`config.mk`:
```
export PLATFORM = sky130hd
export DESIGN_NAME = booth_divider
export DESIGN_NICKNAME = d
export VERILOG_FILES = /design/src/rtl/booth_divider.sv
export SDC_FILE = /design/constraint.sdc
export NUM_CORES = 1
export LEC_CHECK = 0
export ABC_AREA = 1
export CAP_MARGIN = 25
export CORE_ASPECT_RATIO = 1.1
export CORE_MARGIN = 1.5
export CORE_UTILIZATION = 35
export DETAILED_ROUTE_END_ITERATION = 8
export SYNTH_ARGS = -nofsm -noshare
export SYNTH_HDL_FRONTEND = slang
export SYNTH_SLANG_ARGS = --single-unit
```
`constraint.sdc`:
```
create_clock -name clk_100MHz -period 2.58 [get_ports clk_100MHz]
set_input_delay 0.387 -clock clk_100MHz [delete_from_list [all_inputs] [get_ports clk_100MHz]]
set_output_delay 0.387 -clock clk_100MHz [all_outputs]
set_load 0.02 [all_outputs]
```
`src/rtl/booth_divider.sv`:
```
// Sequential signed restoring divider: 2*WIDTH-bit dividend / WIDTH-bit divisor, loaded serially.
// Optional macro DIV_OVF_SAT_EN saturates the quotient on overflow instead of wrapping.
module booth_divider #(
    parameter int WIDTH = 8
) (
    input  logic             clk_100MHz,
    input  logic             rst,
    input  logic             start,
    input  logic [WIDTH-1:0] data_in,
    input  logic             data_valid,
    output logic             busy,
    output logic             done,
    output logic [WIDTH-1:0] quotient,
    output logic [WIDTH-1:0] remainder,
    output logic             overflow,
    output logic             div_by_zero,
    output logic [2:0]       state_dbg_o
);

    localparam int DW = 2 * WIDTH;
    localparam int CW = $clog2(DW + 1);

    // Largest quotient magnitudes that still fit a signed WIDTH-bit result.
    localparam logic [DW-1:0] Q_POS_MAG = {{(DW-WIDTH+1){1'b0}}, {(WIDTH-1){1'b1}}};
    localparam logic [DW-1:0] Q_NEG_MAG = {{(DW-WIDTH){1'b0}}, 1'b1, {(WIDTH-1){1'b0}}};

`ifdef DIV_OVF_SAT_EN
    localparam logic [WIDTH-1:0] Q_SAT_POS = {1'b0, {(WIDTH-1){1'b1}}};
    localparam logic [WIDTH-1:0] Q_SAT_NEG = {1'b1, {(WIDTH-1){1'b0}}};
`endif

    typedef enum logic [2:0] {
        S_IDLE     = 3'd0,
        S_LOAD_LO  = 3'd1,
        S_LOAD_DIV = 3'd2,
        S_CALC     = 3'd3,
        S_FIX      = 3'd4,
        S_DONE     = 3'd5
    } state_t;

    state_t           state_q;
    logic [DW-1:0]    shreg_q;      // raw dividend while loading, then dividend/quotient shift register
    logic [WIDTH:0]   rem_q;        // partial remainder magnitude
    logic [WIDTH-1:0] dvs_q;        // divisor magnitude
    logic [CW-1:0]    cnt_q;
    logic             sign_q_q;
    logic             sign_r_q;
    logic             dbz_pend_q;
    logic             busy_q;
    logic             done_q;
    logic [WIDTH-1:0] quot_q;
    logic [WIDTH-1:0] rmd_q;
    logic             ovf_q;
    logic             dbz_q;

    logic [WIDTH+1:0] rem_sh;
    logic             step_ge;
    logic [WIDTH:0]   rem_d;
    logic [DW-1:0]    shreg_d;
    logic [CW-1:0]    cnt_d;
    logic [DW-1:0]    dvd_mag_d;
    logic [WIDTH-1:0] dvs_mag_d;
    logic             ovf_d;
    logic [WIDTH-1:0] quot_wrap_d;
    logic [WIDTH-1:0] quot_d;
    logic [WIDTH-1:0] rmd_d;

    always_comb begin
        rem_sh      = {rem_q, shreg_q[DW-1]};
        step_ge     = rem_sh >= {2'b00, dvs_q};
        rem_d       = step_ge ? (WIDTH+1)'(rem_sh - {2'b00, dvs_q}) : (WIDTH+1)'(rem_sh);
        shreg_d     = {shreg_q[DW-2:0], step_ge};
        cnt_d       = cnt_q - CW'(1);

        dvd_mag_d   = shreg_q[DW-1] ? -shreg_q : shreg_q;
        dvs_mag_d   = data_in[WIDTH-1] ? -data_in : data_in;

        ovf_d       = sign_q_q ? (shreg_q > Q_NEG_MAG) : (shreg_q > Q_POS_MAG);
        quot_wrap_d = WIDTH'(sign_q_q ? -shreg_q : shreg_q);
`ifdef DIV_OVF_SAT_EN
        quot_d      = ovf_d ? (sign_q_q ? Q_SAT_NEG : Q_SAT_POS) : quot_wrap_d;
`else
        quot_d      = quot_wrap_d;
`endif
        rmd_d       = WIDTH'(sign_r_q ? -rem_q : rem_q);
    end

    always_ff @(posedge clk_100MHz or posedge rst) begin
        if (rst) begin
            state_q    <= S_IDLE;
            shreg_q    <= '0;
            rem_q      <= '0;
            dvs_q      <= '0;
            cnt_q      <= '0;
            sign_q_q   <= 1'b0;
            sign_r_q   <= 1'b0;
            dbz_pend_q <= 1'b0;
            busy_q     <= 1'b0;
            done_q     <= 1'b0;
            quot_q     <= '0;
            rmd_q      <= '0;
            ovf_q      <= 1'b0;
            dbz_q      <= 1'b0;
        end else begin
            case (state_q)
                S_IDLE: begin
                    if (start) begin
                        shreg_q[DW-1:WIDTH] <= data_in;
                        busy_q              <= 1'b1;
                        state_q             <= S_LOAD_LO;
                    end
                end
                S_LOAD_LO: begin
                    if (data_valid) begin
                        shreg_q[WIDTH-1:0] <= data_in;
                        state_q            <= S_LOAD_DIV;
                    end
                end
                S_LOAD_DIV: begin
                    if (data_valid) begin
                        if (data_in == '0) begin
                            // Zero divisor skips the datapath; DONE publishes the status one cycle later.
                            dvs_q      <= '0;
                            dbz_pend_q <= 1'b1;
                            state_q    <= S_DONE;
                        end else begin
                            dvs_q    <= dvs_mag_d;
                            shreg_q  <= dvd_mag_d;
                            rem_q    <= '0;
                            sign_q_q <= shreg_q[DW-1] ^ data_in[WIDTH-1];
                            sign_r_q <= shreg_q[DW-1];
                            cnt_q    <= CW'(DW);
                            state_q  <= S_CALC;
                        end
                    end
                end
                S_CALC: begin
                    rem_q   <= rem_d;
                    shreg_q <= shreg_d;
                    cnt_q   <= cnt_d;
                    if (cnt_q == CW'(1)) begin
                        state_q <= S_FIX;
                    end
                end
                S_FIX: begin
                    quot_q  <= quot_d;
                    rmd_q   <= rmd_d;
                    ovf_q   <= ovf_d;
                    dbz_q   <= 1'b0;
                    done_q  <= 1'b1;
                    busy_q  <= 1'b0;
                    state_q <= S_DONE;
                end
                S_DONE: begin
                    if (dbz_pend_q) begin
                        dbz_pend_q <= 1'b0;
                        quot_q     <= '0;
                        rmd_q      <= '0;
                        ovf_q      <= 1'b0;
                        dbz_q      <= 1'b1;
                        done_q     <= 1'b1;
                        busy_q     <= 1'b0;
                    end else if (start) begin
                        shreg_q[DW-1:WIDTH] <= data_in;
                        done_q              <= 1'b0;
                        ovf_q               <= 1'b0;
                        dbz_q               <= 1'b0;
                        busy_q              <= 1'b1;
                        state_q             <= S_LOAD_LO;
                    end
                end
                default: begin
                    state_q <= S_IDLE;
                end
            endcase
        end
    end

    assign busy        = busy_q;
    assign done        = done_q;
    assign quotient    = quot_q;
    assign remainder   = rmd_q;
    assign overflow    = ovf_q;
    assign div_by_zero = dbz_q;
    assign state_dbg_o = state_q;

endmodule

```
==> results of run 1 <==
==> power by group through the flow <==
| stage | clock network (mW) | registers, mW | logic, mW |
|---|---|---|---|
| 3_3_place_gp | 0 | 1.92 | 3.88 |
| 6_report | 1.13 | 1.92 | 3.95 |
| 2_1_floorplan | 0 | 1.96 | 2.81 |
| 3_5_place_dp | 0 | 1.93 | 3.93 |
| 5_1_grt | 1.21 | 1.99 | 4.50 |
| 4_1_cts | 1.16 | 1.92 | 3.96 |
==> final cells by class <==
| type | instances | area [sq um] | share of cell area |
|---|---|---|---|
| inverters | 88 | 332 | 0.0650 |
| multi-input cells | 468 | 2310 | 0.453 |
| clock inverters | 3 | 17.5 | 0.00343 |
| well taps | 154 | 193 | 0.0378 |
| flip-flops and latches | 64 | 1600 | 0.314 |
| repair buffers | 39 | 390 | 0.0765 |
| clock buffers | 12 | 256 | 0.0503 |
==> sequential cells by signal, indices dropped and copies added (netlist names), 3 cells and up <==
| signal | count |
|---|---|
| shreg_q | 16 |
| rem_q | 9 |
| dvs_q | 8 |
| quotient | 8 |
| remainder | 8 |
| cnt_q | 5 |
| state_dbg_o | 3 |
==> worst max-delay path: stages, from the launching register on <==
cell     delay, ns
dfrtp_1       0.43
inv_1         0.10
ha_1          0.14
inv_1         0.07
fa_1          0.44
nand3_1       0.11
nand3_1       0.10
nand2_1       0.11
nand2_1       0.08
inv_1         0.20
nand3_1       0.11
nand3_1       0.09
nand2_1       0.05
==> final timing paths <==
| check | slack, ns | cells past startpoint | endpoint |
|---|---|---|---|
| setup / recovery | 0.42 | 12 | rem_q[0] |
| hold / removal | 0.40 | 2 | quotient[1] |
| setup reg to reg | 0.42 | 12 | rem_q[0] |
| hold reg to reg | 0.48 | 2 | rem_q[8] |
| max in group asynchronous | 1.58 | 3 | cnt_q[1] |
| min in group clk_100MHz | 0.48 | 2 | rem_q[8] |
==> stage by stage <==
step           cells  hold WS (ns)
4_1_cts          828         0.427
3_5_place_dp     813         0.469
5_1_grt          828         0.455
6_report         828         0.403
2_1_floorplan    633         0.441
3_3_place_gp     813         0.461
==> cell usage in the layout (no fill, tap or decap), types with 6 or more instances in the layout <==
master	instances
nand3_1	50
nand2_1	195
xor2_1	9
nand4_1	7
o21ai_0	51
clkbuf_16	9
clkdlybuf4s50_1	34
inv_1	81
nor2_1	70
a21oi_1	23
ha_1	13
o21ai_1	10
inv_2	6
dfrtp_1	64
==> cells by family after synthesis <==
family / after synthesis / synth area share
fa+ha+maj: 14 / 0.0422
flops: 64 / 0.370
xor+xnor: 14 / 0.0284
compound gates: 100 / 0.130
simple gates: 340 / 0.334
buf+inv: 101 / 0.0946
==> metal layers <==
layer | vias to the layer above | part of all wire
met3 | 27 | 0.051
met5 | - | 0
li1 | 2090 | -
met1 | 1913 | 0.45
met2 | 133 | 0.47
met4 | 0 | 0.031
==> results.toml, run 1 <==
[synth]
async_flop_share = 1.00
yosys-top-cells-count = "195 x nand2_1, 82 x inv_1, 70 x nor2_1"
ys_seq_area_frac = 0.370
synth.most_common_cell = "nand2_1"
synth-edff-count = 0
yosysTopAreaCell = "dfrtp_1"
ys_warn_count = 0
avgSynthCellArea_sq_um = 6.83
synthTopCellsByArea = "dfrtp_1 37%, nand2_1 17%, inv_1 7.1%"
synth_top_area_frac = 0.370
synth_cell_types = 35
synth_seq_cells = 64
syn_area_sq_um = 4320
syn-num-nets = 659
synth_ff_type = "dfrtp_1"
syn-instance-count = 633

[critical_path]
crit_required_ns = 2.81
cp-start-kind = "register"
criticalPathCategory = "reg -> reg"
endpoint_kind = "register"
crit_fanout = 8
crit_arrival_ns = 2.38
critical_path.startpoint = "shreg_q[15]"
timing.rr.start = "shreg_q[15]"

[floorplanning]
fp.dieW_um = 109
dieArea_sq_um = 13000
ioPinCount = 35
core-area_sq_um = 12000
num_rows = 42
start_util = 0.359
die_height_um = 120

[timing]
tightestPinTransition_ns = 0.501
rsz0062_at_grt = "no"
hold_viol = 0
setup-tns-final_ns = 0
worst_slack_ns = 0.423
timing.final.crit_period_ns = 2.16
fmax_ghz = 0.464
setup_viol_count_final = 0
final_max_slew_viol_count = 0
finClkSkew_ns = 0.00687
slew_headroom = 0.666
finalCritPeriodShare = 0.836

[finish]
syn_to_final_growth_pct = 18.0
design_area_sq_um = 5100
fin_nets = 696
diodes = 0
drive_above_1_share = 0.0638
nFillCells = 1221
fin_util = 0.424

[global_route]
antenna_found_initial = 0
grt_pass1_vias = 3834
gr-usage-all-layers = 0.185
grt_pass1_wl_mm = 18.8
grt_use_met1 = 0.245
grt_max_degree = 45
grt_busiest_layer = "met2"
grt_util_met3 = 0.0353
met2_usage = 0.286
grt-ovfl-total = 0

[routing]
vias = 4163
wirelength_mm = 11.3
drt_iter0_markers = 202
routedWlPerCell_um = 13.6
drc_errors = 0
ant_nets = 0
drt-vias-per-instance = 5.03
drt_pass1_iterations = 5

[cts]
cts_tree = "done"
cts-buffers-inserted = 9
insertion_delay_ns = 0.34
postCtsSetupRepairBufs = 0
cts_max_level = 3
cts_buffer_depth = 2
clk_pin_slew_ns = 0.06
postCtsHoldBufs = 0
cts_resized = 0
clock-sinks = 64
cts-root-buf = "clkbuf_16"

[power_and_ir_drop]
p_seq_frac = 0.274
power_density_nw_per_um2 = 1370
power.switching_mw = 3.41
power_mw = 7.00
netSwitchingFraction = 0.487
p_leak_nw = 2.56
comb_power_share = 0.564
power_frac_clock = 0.162
power.internal_mw = 3.60
irDropWorstVdd_uv = 592

[place]
routabilityCongestion = 0.929
io_buffers = 34
place_area_sq_um = 4830
post-place-ws_ns = 0.350
dp_hpwl_mm = 8.57

[run]
cap_violations = 0

[status]
outcome = "finished clean"

[min_path]
hp-class = "in -> async"
No activity file was read; power rests on OpenSTA's default activity.
==> inputs of run 2 (changes only) <==
clock period = 1.9 ns   (was 2.58 ns; I/O delays follow)
==> results.toml, run 2 (synthesized netlist as in run 1, its figures left out) <==
[critical_path]
timing.rr.start = "shreg_q[15]"
r2r_end = "rem_q[6]"
endpoint_kind = "register"
crit_arrival_ns = 2.09
reg2regPathDepth = 12
crit_required_ns = 2.16
cp-start-kind = "register"
crit_fanout = 6
r2r_slack_ns = 0.07
criticalPathCategory = "reg -> reg"

[timing]
tightestPinTransition_ns = 0.399
finClkSkew_ns = 0.00664
final_max_slew_viol_count = 0
slew_headroom = 0.732
setup-tns-final_ns = 0
fmax_ghz = 0.547
timing.final.crit_period_ns = 1.83
finalCritPeriodShare = 0.962
hold_viol = 0
setup_viol_count_final = 0
hold_slack_ns = 0.243

[finish]
drive_above_1_share = 0.150
nFillCells = 1202
ff_latch_area_sq_um = 1600
multi_input_area_sq_um = 2380
largest_reg_flops = 16
design_area_sq_um = 5620
layout_common_cells = "192 x nand2_1, 78 x inv_1, 67 x nor2_1"
fin_nets = 743
top_register = "shreg_q"
largestRegisters = "shreg_q x16, rem_q x9"
syn_to_final_growth_pct = 29.9
fin_util = 0.467
final_common_cell = "nand2_1"
diodes = 0

[place]
routabilityCongestion = 0.884
io_buffers = 34
dp_hpwl_mm = 9.28
place_area_sq_um = 5140

[cts]
cts_buffer_depth = 2
clock-sinks = 64
cts-buffers-inserted = 9
cts-root-buf = "clkbuf_16"
clk_pin_slew_ns = 0.06
cts_max_level = 3
postCtsHoldBufs = 0
cts_tree = "done"
insertion_delay_ns = 0.33

[global_route]
grt_pass1_vias = 4222
gr-usage-all-layers = 0.198
grt_max_degree = 38
antenna_found_initial = 0
grt-ovfl-total = 0
grt_pass1_wl_mm = 20.1

[power_and_ir_drop]
irDropWorstVdd_uv = 938
p_leak_nw = 2.84
power.internal_mw = 5.85
p_seq_frac = 0.238
power_density_nw_per_um2 = 1930
comb_power_share = 0.593
power.switching_mw = 4.97
netSwitchingFraction = 0.459
power_mw = 10.8
power_frac_clock = 0.169

[routing]
wirelength_mm = 12.1
vias = 4323
drc_errors = 0
routedWlPerCell_um = 13.8
drt-vias-per-instance = 4.93
ant_nets = 0
drt_pass1_iterations = 7
drt_iter0_markers = 225

[min_path]
hp-class = "in -> async"

[floorplanning]
ioPinCount = 35
core-area_sq_um = 12000
fp.dieW_um = 109
num_rows = 42
dieArea_sq_um = 13000
die_height_um = 120
start_util = 0.359

[status]
outcome = "finished clean"

[run]
cap_violations = 0
run 2: cell types whose count changed in the layout (fill, tap and decap cells not counted), sizes merged:
cell and delta:
clkbuf -2, clkinvlp -1, bufinv +2, buf +47, clkinv +1, inv +1
run 2: repair_timing:
action                     in CTS  in global routing
pin swaps                       0                  5
setup endpoints to repair       8                 16
resized for setup               4                 18
buffers inserted                0                  7
run 2: power by group through the flow:
stage,logic [mW],clock network [mW],registers [mW]
floorplan,3.82,0,2.66
global placement,5.80,0,2.56
detailed placement,5.91,0,2.59
CTS,5.99,1.86,2.57
global route,7.23,1.92,2.67
finish,6.42,1.82,2.58
run 2: how the worst max path moves through the flow:
stage | from | to | depth (start not counted)
detailed placement | data_in[1] | dvs_q[1] | 10
global route | shreg_q[15] | rem_q[7] | 12
global placement | data_in[1] | sign_q_q | 10
CTS | state_dbg_o[0] | state_dbg_o[0] | 1
finish | shreg_q[15] | rem_q[6] | 12
floorplan | shreg_q[15] | shreg_q[0] | 12
run 2: final cells by class:
cell class | instances | share of cell area
multi-input combinational | 468 | 0.425
clock inverter | 6 | 0.0163
inverter | 88 | 0.0595
tap | 154 | 0.0343
clock buffer | 10 | 0.0425
sequential | 64 | 0.285
timing repair buffer | 86 | 0.137
run 2: critical path, cell delays in order, from the launching register on:
cell and delay [ns]:
dfrtp_1 0.38, inv_2 0.09, ha_4 0.13, inv_2 0.04, fa_2 0.37, nand3_2 0.11, nand3_4 0.08, nand2_4 0.10
nand3_4 0.11, buf_4 0.17, nand2_1 0.06, nand3_1 0.06, nand2_1 0.06
run 2: metrics by stage:
step | setup slack [ns] | cells
2_1_floorplan | 0.00512 | 633
3_3_place_gp | -0.0992 | 853
3_5_place_dp | -0.159 | 853
4_1_cts | 0.0149 | 869
5_1_grt | -0.0265 | 876
6_report | 0.0715 | 876
run 2: routing by layer:
metal | track usage | wire length, um | vias up
met5 | 0 | 0 | -
met4 | 0.0773 | 302 | 0
met3 | 0.0299 | 434 | 19
met2 | 0.326 | 5750 | 102
met1 | 0.259 | 5590 | 2015
li1 | - | - | 2187
==> inputs of run 3 (changes only) <==
ABC_AREA = 0   (was 1)
PLACE_DENSITY_LB_ADDON = 0.12   (was not set)
==> results.toml, run 3 <==
[synth]
ys_seq_area_frac = 0.382
synth_top_area_frac = 0.382
yosys-top-cells-count = "72 x nand2_1, 64 x dfrtp_1, 42 x o21ai_1"
syn_area_sq_um = 4200
async_flop_share = 1.00
synth_cell_types = 59
synth-edff-count = 0
syn-instance-count = 498
ys_warn_count = 0
synthTopCellsByArea = "dfrtp_1 38%, nand2_1 6.4%, o21ai_1 5.0%"
synth_ff_type = "dfrtp_1"
avgSynthCellArea_sq_um = 8.43
syn-num-nets = 524
yosysTopAreaCell = "dfrtp_1"
synth_seq_cells = 64
synth.most_common_cell = "nand2_1"

[global_route]
grt_pass1_vias = 3977
grt_pass1_wl_mm = 20.6
antenna_found_initial = 0
grt-ovfl-total = 0
grt_max_degree = 29
gr-usage-all-layers = 0.204

[critical_path]
crit_required_ns = 2.17
endpoint_kind = "register"
crit_arrival_ns = 2.22
criticalPathCategory = "reg -> reg"
timing.rr.start = "shreg_q[15]"
cp-start-kind = "register"
r2r_end = "rem_q[0]"
reg2regPathDepth = 10
crit_fanout = 8
r2r_slack_ns = -0.05

[floorplanning]
die_height_um = 118
ioPinCount = 35
dieArea_sq_um = 12700
start_util = 0.362
core-area_sq_um = 11600
num_rows = 41
fp.dieW_um = 107

[finish]
drive_above_1_share = 0.218
design_area_sq_um = 5710
largestRegisters = "shreg_q x16, rem_q x9"
ff_latch_area_sq_um = 1600
final_common_cell = "buf_4"
largest_reg_flops = 16
diodes = 0
layout_common_cells = "87 x buf_4, 71 x nand2_1, 63 x dfrtp_1"
multi_input_area_sq_um = 2420
fin_nets = 626
final_cells = 755
top_register = "shreg_q"
syn_to_final_growth_pct = 36.1
nFillCells = 1153

[timing]
rsz0062_at_grt = "yes"
worst_slack_ns = -0.0499
fmax_ghz = 0.513
final_max_slew_viol_count = 0
slew_headroom = 0.720
tightestPinTransition_ns = 0.419
timing.final.crit_period_ns = 1.95
finClkSkew_ns = 0.00717
hold_viol = 0
setup_viol_count_final = 8
finalCritPeriodShare = 1.03

[routing]
wirelength_mm = 12.2
routedWlPerCell_um = 16.2
drt_pass1_iterations = 5
drt-vias-per-instance = 5.37
drt_iter0_markers = 240
drc_errors = 0
vias = 4051
ant_nets = 0

[power_and_ir_drop]
power_frac_clock = 0.179
power.internal_mw = 6.37
irDropWorstVdd_uv = 643
power_density_nw_per_um2 = 1940
comb_power_share = 0.597
p_seq_frac = 0.224
power.switching_mw = 4.71
p_leak_nw = 2.49
netSwitchingFraction = 0.425

[cts]
postCtsHoldBufs = 0
cts-root-buf = "clkbuf_16"
cts_max_level = 3
clk_pin_slew_ns = 0.06
insertion_delay_ns = 0.33
cts_buffer_depth = 2
cts-buffers-inserted = 9
cts_tree = "done"
clock-sinks = 64

[run]
cap_violations = 0

[place]
routabilityCongestion = 0.874
place_area_sq_um = 5270
dp_hpwl_mm = 9.33
io_buffers = 34
post-place-ws_ns = -0.358
dp.cells = 735

[status]
violations = "setup timing"
outcome = "finished with violations"

[min_path]
hp-class = "in -> async"
## run 3: changes by cell type after synthesis, sizes merged, moves of 10 or more
cell	delta
nand2	-128
nor2	-45
buf	+12
mux2i	+13
xor2	+11
nand2b	+12
o21ai	+20
inv	-63
nand3	-47
a21oi	-10
## run 3: per-layer routing
metal	track usage	up-vias	wire length (um)
met5	0	-	0
met4	0.0493	0	110
met3	0.0371	8	536
met2	0.324	102	5760
met1	0.288	1954	5820
li1	-	1987	-
## run 3: final cells by class
cell class | count | share of cell area
clock buffer | 9 | 0.0394
clock inverter | 7 | 0.0223
inverter | 24 | 0.0158
multi-input combinational | 376 | 0.423
sequential | 64 | 0.281
tap | 150 | 0.0329
timing repair buffer | 125 | 0.186
## run 3: critical path, stage by stage (launching register included)
cell and delay (ns):
dfrtp_1 0.40, inv_2 0.08, ha_4 0.13, inv_2 0.04, fa_2 0.38, nand3_2 0.10
a21oi_2 0.08, nor3_2 0.16, buf_6 0.18, mux2i_1 0.20, a22o_1 0.14
## run 3: power groups by stage
stage                     clock network [mW]  logic, mW  registers (mW)
after floorplan                            0       3.78            2.61
after global placement                     0       6.26            2.47
after detailed placement                   0       6.35            2.49
after CTS                               2.00       6.49            2.47
after global routing                    2.07       7.32            2.55
final                                   1.98       6.62            2.48
## run 3: metrics by stage
step	hold WS, ns	util	setup TNS, ns	power [mW]
floorplan	0.444	-	-0.433	6.38
global placement	0.466	0.454	-7.00	8.73
detailed placement	0.469	0.454	-7.26	8.83
CTS	0.291	0.489	-0.277	11.0
global route	0.303	0.493	-1.10	11.9
finish	0.275	0.493	-0.228	11.1
## run 3: timing repair
| item | 4_1_cts | 5_1_grt |
|---|---|---|
| setup endpoints to repair | 10 | 27 |
| gates resized for setup | 7 | 9 |
| pin swaps | 1 | 5 |
| setup buffers | 2 | 2 |
## run 3: how the worst max path moves through the flow
stage,start,end,slack (ns)
after floorplan,shreg_q[15],rem_q[1],-0.10
after global placement,data_in[0],shreg_q[13],-0.33
after detailed placement,data_in[0],shreg_q[13],-0.36
after CTS,shreg_q[15],rem_q[0],-0.06
after global routing,shreg_q[15],rem_q[4],-0.15
final,shreg_q[15],rem_q[0],-0.05
## run 3: logic make-up (layout without fill, tap and decap cells)
| family | count (synthesis) | after routing | synth area share |
|---|---|---|---|
| multiplexers | 13 | 13 | 0.0310 |
| AND/OR/NAND/NOR | 170 | 170 | 0.202 |
| AO/OA/AOI/OAI | 154 | 154 | 0.227 |
| XOR/XNOR | 25 | 25 | 0.0522 |
| flip-flops | 64 | 64 | 0.382 |
| buffers and inverters | 58 | 165 | 0.0626 |
| adder cells (fa/ha/maj) | 14 | 14 | 0.0435 |
==> variant 1 (config.mk and constraints of run 1) <==
The option `DIV_OVF_SAT_EN` is turned on by a define.
--- a/src/rtl/booth_divider.sv
+++ b/src/rtl/booth_divider.sv
@@ -1,4 +1,6 @@
 // Sequential signed restoring divider: 2*WIDTH-bit dividend / WIDTH-bit divisor, loaded serially.
 // Optional macro DIV_OVF_SAT_EN saturates the quotient on overflow instead of wrapping.
+`define DIV_OVF_SAT_EN
+
 module booth_divider #(
     parameter int WIDTH = 8
Behaviour: same outputs for any inputs over 10 cycles, from zero or initial values and one cycle with rst high; that may be too few to reach the edited logic, so the function may still have changed.
==> variant 1 against run 1 <==
- setup slack worse by 0.21 ns
- first-iteration DRC count is 18% higher
- synthesized area is 1.9% higher
- highest routed layer unchanged
- sequential cell count stayed put
- critical endpoint is now shreg_q[0]
- critical path depth stayed put
- routed wire length is 7.2% higher
- design area is 1.9% higher
- largest power group unchanged
- via count is 1.6% higher
- utilization is 0.45 points higher
- non-clock buffer count is 1 lower
- total power is 2.1% higher
==> variant 1: results (changes against run 1) <==
Power and ir drop
  • VDD IR max: 0.543 mV (was 0.592 mV)
  • Leak: 2.62 nW (was 2.56 nW)

Placement
  • Post-DP Area: 0.00492 mm² (was 0.00483 mm²)
  • Final HPWL DP: 9.38 mm (was 8.57 mm)

Synth
  • Top post-synthesis cells by count: nand2_1 (228), inv_1 (74), nor2_1 (70) (was nand2_1 (195), inv_1 (82), nor2_1 (70))
  • Synth cell types: 38 (was 35)

Timing
  • Worst Tran Pin Value: 0.625 ns (was 0.501 ns)
  • Clk_skew: 0.00555 ns (was 0.00687 ns)

Global route
  • Largest net degree at the start of global routing: 30 (was 45)
  • Met1 global-route usage: 0.242 (was 0.245)
  • Met2 Resource Use GR: 0.336 (was 0.286)
  • First-pass GRT wire length: 20.1 mm (was 18.8 mm)
  • GR Util All Layers: 0.198 (was 0.185)
  • Vias in the first global route: 4,130 (was 3,834)

Setup path
  • Critical Path Fanout Max: 10 (was 8)
  • Arrival time worst endpoint: 2.59 ns (was 2.38 ns)
  • Critical R2R Capture: shreg_q[0] (was rem_q[0])
  • Slowest CP cell: dfrtp_1 (was fa_1)

Drt
  • Post-Route WL: 12.1 mm (was 11.3 mm)
  • Wl on met1: 5.35 mm (was 5.08 mm)
  • Via density: 4.98 (was 5.03)

Layout
  • Nets: 716 (was 696)
  • Number of fill cells in the layout: 1,288 (was 1,221)
  • Share of layout cells above drive strength 1: 0.0748 (was 0.0638)

Run status
  • Status: completed (unchanged)
==> variant 1: cell count changes in the layout (fill, tap and decap cells not counted), moves of 3 or more <==
cell      before  now
nand2_1      195  228
a21oi_1       23   15
inv_1         81   73
o21ai_1       10    3
nand4_1        7   13
o21ai_0       51   45
nand3_1       50   45
inv_2          6   10
nand3b_1       2    6
nor2_2         0    4
nand2_2        2    5
==> variant 1: power groups by stage <==
| stage | clock, mW | combinational, mW | sequential (mW) |
|---|---|---|---|
| 2_1_floorplan | 0 | 2.81 | 1.98 |
| 3_3_place_gp | 0 | 4.00 | 1.93 |
| 3_5_place_dp | 0 | 4.07 | 1.94 |
| 4_1_cts | 1.20 | 4.08 | 1.93 |
| 5_1_grt | 1.25 | 4.60 | 2.00 |
| 6_report | 1.17 | 4.06 | 1.93 |
==> variant 1: stage by stage <==
step	total power, mW	cells	setup slack [ns]	hold slack (ns)
final	7.15	849	0.211	0.449
after global routing	7.85	849	0.0542	0.503
after CTS	7.20	849	0.247	0.465
after detailed placement	6.00	833	0.219	0.457
after global placement	5.93	833	0.277	0.454
after floorplan	4.79	649	0.570	0.441
==> variant 1: logic make-up (layout without fill, tap and decap cells) <==
logic type      after synthesis  count (layout)  share of synthesized area
simple gates                385             385                      0.378
buf+inv                      91             137                     0.0849
compound gates               81              81                      0.104
flops                        64              64                      0.364
fa+ha+maj                    14              14                     0.0415
xor+xnor                     13              13                     0.0259
mux                           1               1                    0.00227
==> variant 1: cell type report <==
cell class,instances,area (µm²),share of cell area
inverters,83,312,0.0599
flip-flops and latches,64,1600,0.308
clock buffers,12,256,0.0493
well taps,154,193,0.0370
multi-input cells,494,2430,0.467
repair buffers,38,383,0.0736
clock inverters,4,28.8,0.00553
==> variant 2 (flow settings as in run 1) <==
Without the edit above. Register the inputs `start`, `data_in` and `data_valid` before use, with the module's reset. The logic sees them one clock later.
--- a/src/rtl/booth_divider.sv
+++ b/src/rtl/booth_divider.sv
@@ -39,4 +39,20 @@
     } state_t;
 
+    logic start_q;
+    logic [WIDTH-1:0] data_q;
+    logic data_valid_q;
+
+    always_ff @(posedge clk_100MHz or posedge rst) begin
+        if (rst) begin
+            start_q      <= '0;
+            data_q       <= '0;
+            data_valid_q <= '0;
+        end else begin
+            start_q      <= start;
+            data_q       <= data_in;
+            data_valid_q <= data_valid;
+        end
+    end
+
     state_t           state_q;
     logic [DW-1:0]    shreg_q;      // raw dividend while loading, then dividend/quotient shift register
@@ -74,5 +90,5 @@
 
         dvd_mag_d   = shreg_q[DW-1] ? -shreg_q : shreg_q;
-        dvs_mag_d   = data_in[WIDTH-1] ? -data_in : data_in;
+        dvs_mag_d   = data_q[WIDTH-1] ? -data_q : data_q;
 
         ovf_d       = sign_q_q ? (shreg_q > Q_NEG_MAG) : (shreg_q > Q_POS_MAG);
@@ -105,6 +121,6 @@
             case (state_q)
                 S_IDLE: begin
-                    if (start) begin
-                        shreg_q[DW-1:WIDTH] <= data_in;
+                    if (start_q) begin
+                        shreg_q[DW-1:WIDTH] <= data_q;
                         busy_q              <= 1'b1;
                         state_q             <= S_LOAD_LO;
@@ -112,12 +128,12 @@
                 end
                 S_LOAD_LO: begin
-                    if (data_valid) begin
-                        shreg_q[WIDTH-1:0] <= data_in;
+                    if (data_valid_q) begin
+                        shreg_q[WIDTH-1:0] <= data_q;
                         state_q            <= S_LOAD_DIV;
                     end
                 end
                 S_LOAD_DIV: begin
-                    if (data_valid) begin
-                        if (data_in == '0) begin
+                    if (data_valid_q) begin
+                        if (data_q == '0) begin
                             // Zero divisor skips the datapath; DONE publishes the status one cycle later.
                             dvs_q      <= '0;
@@ -128,5 +144,5 @@
                             shreg_q  <= dvd_mag_d;
                             rem_q    <= '0;
-                            sign_q_q <= shreg_q[DW-1] ^ data_in[WIDTH-1];
+                            sign_q_q <= shreg_q[DW-1] ^ data_q[WIDTH-1];
                             sign_r_q <= shreg_q[DW-1];
                             cnt_q    <= CW'(DW);
@@ -161,6 +177,6 @@
                         done_q     <= 1'b1;
                         busy_q     <= 1'b0;
-                    end else if (start) begin
-                        shreg_q[DW-1:WIDTH] <= data_in;
+                    end else if (start_q) begin
+                        shreg_q[DW-1:WIDTH] <= data_q;
                         done_q              <= 1'b0;
                         ovf_q               <= 1'b0;
Formal check against the unedited RTL: not equivalent (Yosys sat finds a counterexample within 4 cycles, from zero or initial values and one cycle with rst high).
==> variant 2 against run 1 <==
- the run now ends with DRC left
- critical path depth is the same
- sequential cell count grew 10
- critical endpoint is now rem_q[3]
- setup slack lost 0.021 ns
- synthesized area grew 6.9%
- count of clock-buffer cells in the layout shrank 2
- synthesized cell count grew 1.3%
- total power grew 2.3%
- sequential share of layout area grew 2.9 points
- design area grew 6.0%
- final cell count grew 1.4%
- clock skew shrank 0.00051 ns
- routed wire length grew 6.1%
==> variant 2: results (changes against run 1) <==
Placement
  • Post-DP Area: 0.00511 mm² (was 0.00483 mm²)
  • Final HPWL DP: 8.79 mm (was 8.57 mm)
  • Setup WS pre-CTS: 0.274 ns (was 0.350 ns)
  • IO buf count: 34 (unchanged)
  • Placed cell count: 825 (was 813)
  • Routability cong.: 0.878 (was 0.929)

Timing
  • Worst Tran Pin Value: 0.585 ns (was 0.501 ns)
  • Min Hold Slack: 0.449 ns (was 0.403 ns)
  • Final WS setup: 0.402 ns (was 0.423 ns)
  • Clk_skew: 0.00635 ns (was 0.00687 ns)

Layout
  • Util after Layout: 0.424 (about the same)
  • Number of fill cells in the layout: 1,279 (was 1,221)
  • Cell Count, Final, Fillers Out: 840 (was 828)
  • Nets: 705 (was 696)
  • Share of layout cells above drive strength 1: 0.0805 (was 0.0638)
  • Top flop regs: shreg_q: 16 flops, rem_q: 9 flops (unchanged)

Setup path
  • Critical Path Fanout Max: 7 (was 8)
  • Worst setup path endpoint: rem_q[3] (was rem_q[0])
  • Arrival time worst endpoint: 2.41 ns (was 2.38 ns)
  • Worst Setup Start Kind: flop (unchanged)
  • Delay-heaviest family, CP: simple AND/OR/NAND/NOR gates (unchanged)
  • Critical Path Max Stage Delay: 0.42 ns (was 0.44 ns)
  • Slowest CP cell: dfrtp_1 (was fa_1)

Run status
  • Status: complete, but fails checks (was completed)
  • Failing checks: DRC

Global route
  • Largest net degree at the start of global routing: 75 (was 45)
  • GR Util All Layers: 0.184 (was 0.185)
  • Vias in the first global route: 4,094 (was 3,834)
  • First-pass GRT wire length: 20.1 mm (was 18.8 mm)

Drt
  • Wirelength per Cell: 14.2 µm (was 13.6 µm)
  • Vias after detailed routing: 4,272 (was 4,163)
  • DRT iter0 DRCs: 392 (was 202)
  • Residual DRC: 5 (was 0)
  • TritonRoute pass-1 iters: 9 (was 5)

Synth
  • Sequential share of the synthesized area: 0.401 (was 0.370)
  • Top FF cell, synth: dfrtp_1 (unchanged)
  • Area contributors post-synth: dfrtp_1 (40%), nand2_1 (17%), inv_1 (6.1%) (was dfrtp_1 (37%), nand2_1 (17%), inv_1 (7.1%))
  • Synthesized area per cell: 7.21 µm² (was 6.83 µm²)
  • Synth Net Count: 667 (was 659)
  • Top post-synthesis cells by count: nand2_1 (208), inv_1 (75), dfrtp_1 (74) (was nand2_1 (195), inv_1 (82), nor2_1 (70))
  • Synth cell types: 42 (was 35)

Power and ir drop
  • Combinational Power: 3.86 mW (was 3.95 mW)
  • Clk. pwr: 1.27 mW (was 1.13 mW)
  • Leak: 2.73 nW (was 2.56 nW)
  • Total power: 7.16 mW (was 7.00 mW)
  • VDD IR max: 0.412 mV (was 0.592 mV)
  • Sw frac: 0.477 (was 0.487)

Clocking
  • H-tree levels: 3 (unchanged)
-- variant 2: kinds of logic (layout without fill, tap and decap cells) --
family,after synthesis,count (layout),synth area share
AOI/OAI and AO/OA,91,91,0.107
and+or+nand+nor,351,351,0.334
buffers and inverters,96,138,0.0904
DFF,74,74,0.401
adders and majority gates,14,14,0.0395
xor gates and xnor gates,14,14,0.0265
muxes,1,1,0.00217
-- variant 2: metal layers --
| layer | vias up | part of all wire | wire, µm | track usage |
|---|---|---|---|---|
| li1 | 2109 | - | - | - |
| met1 | 1992 | 0.47 | 5570 | 0.238 |
| met2 | 141 | 0.46 | 5480 | 0.308 |
| met3 | 30 | 0.047 | 558 | 0.0328 |
| met4 | 0 | 0.029 | 351 | 0.0744 |
| met5 | - | 0 | 0 | 0 |
-- variant 2: layout make-up --
type	instances	area share
clock buffers	10	0.0442
clock inverters	5	0.0102
inverters	85	0.0609
multi-input cells	471	0.435
flip-flops and latches	74	0.342
well taps	157	0.0363
repair buffers	38	0.0708
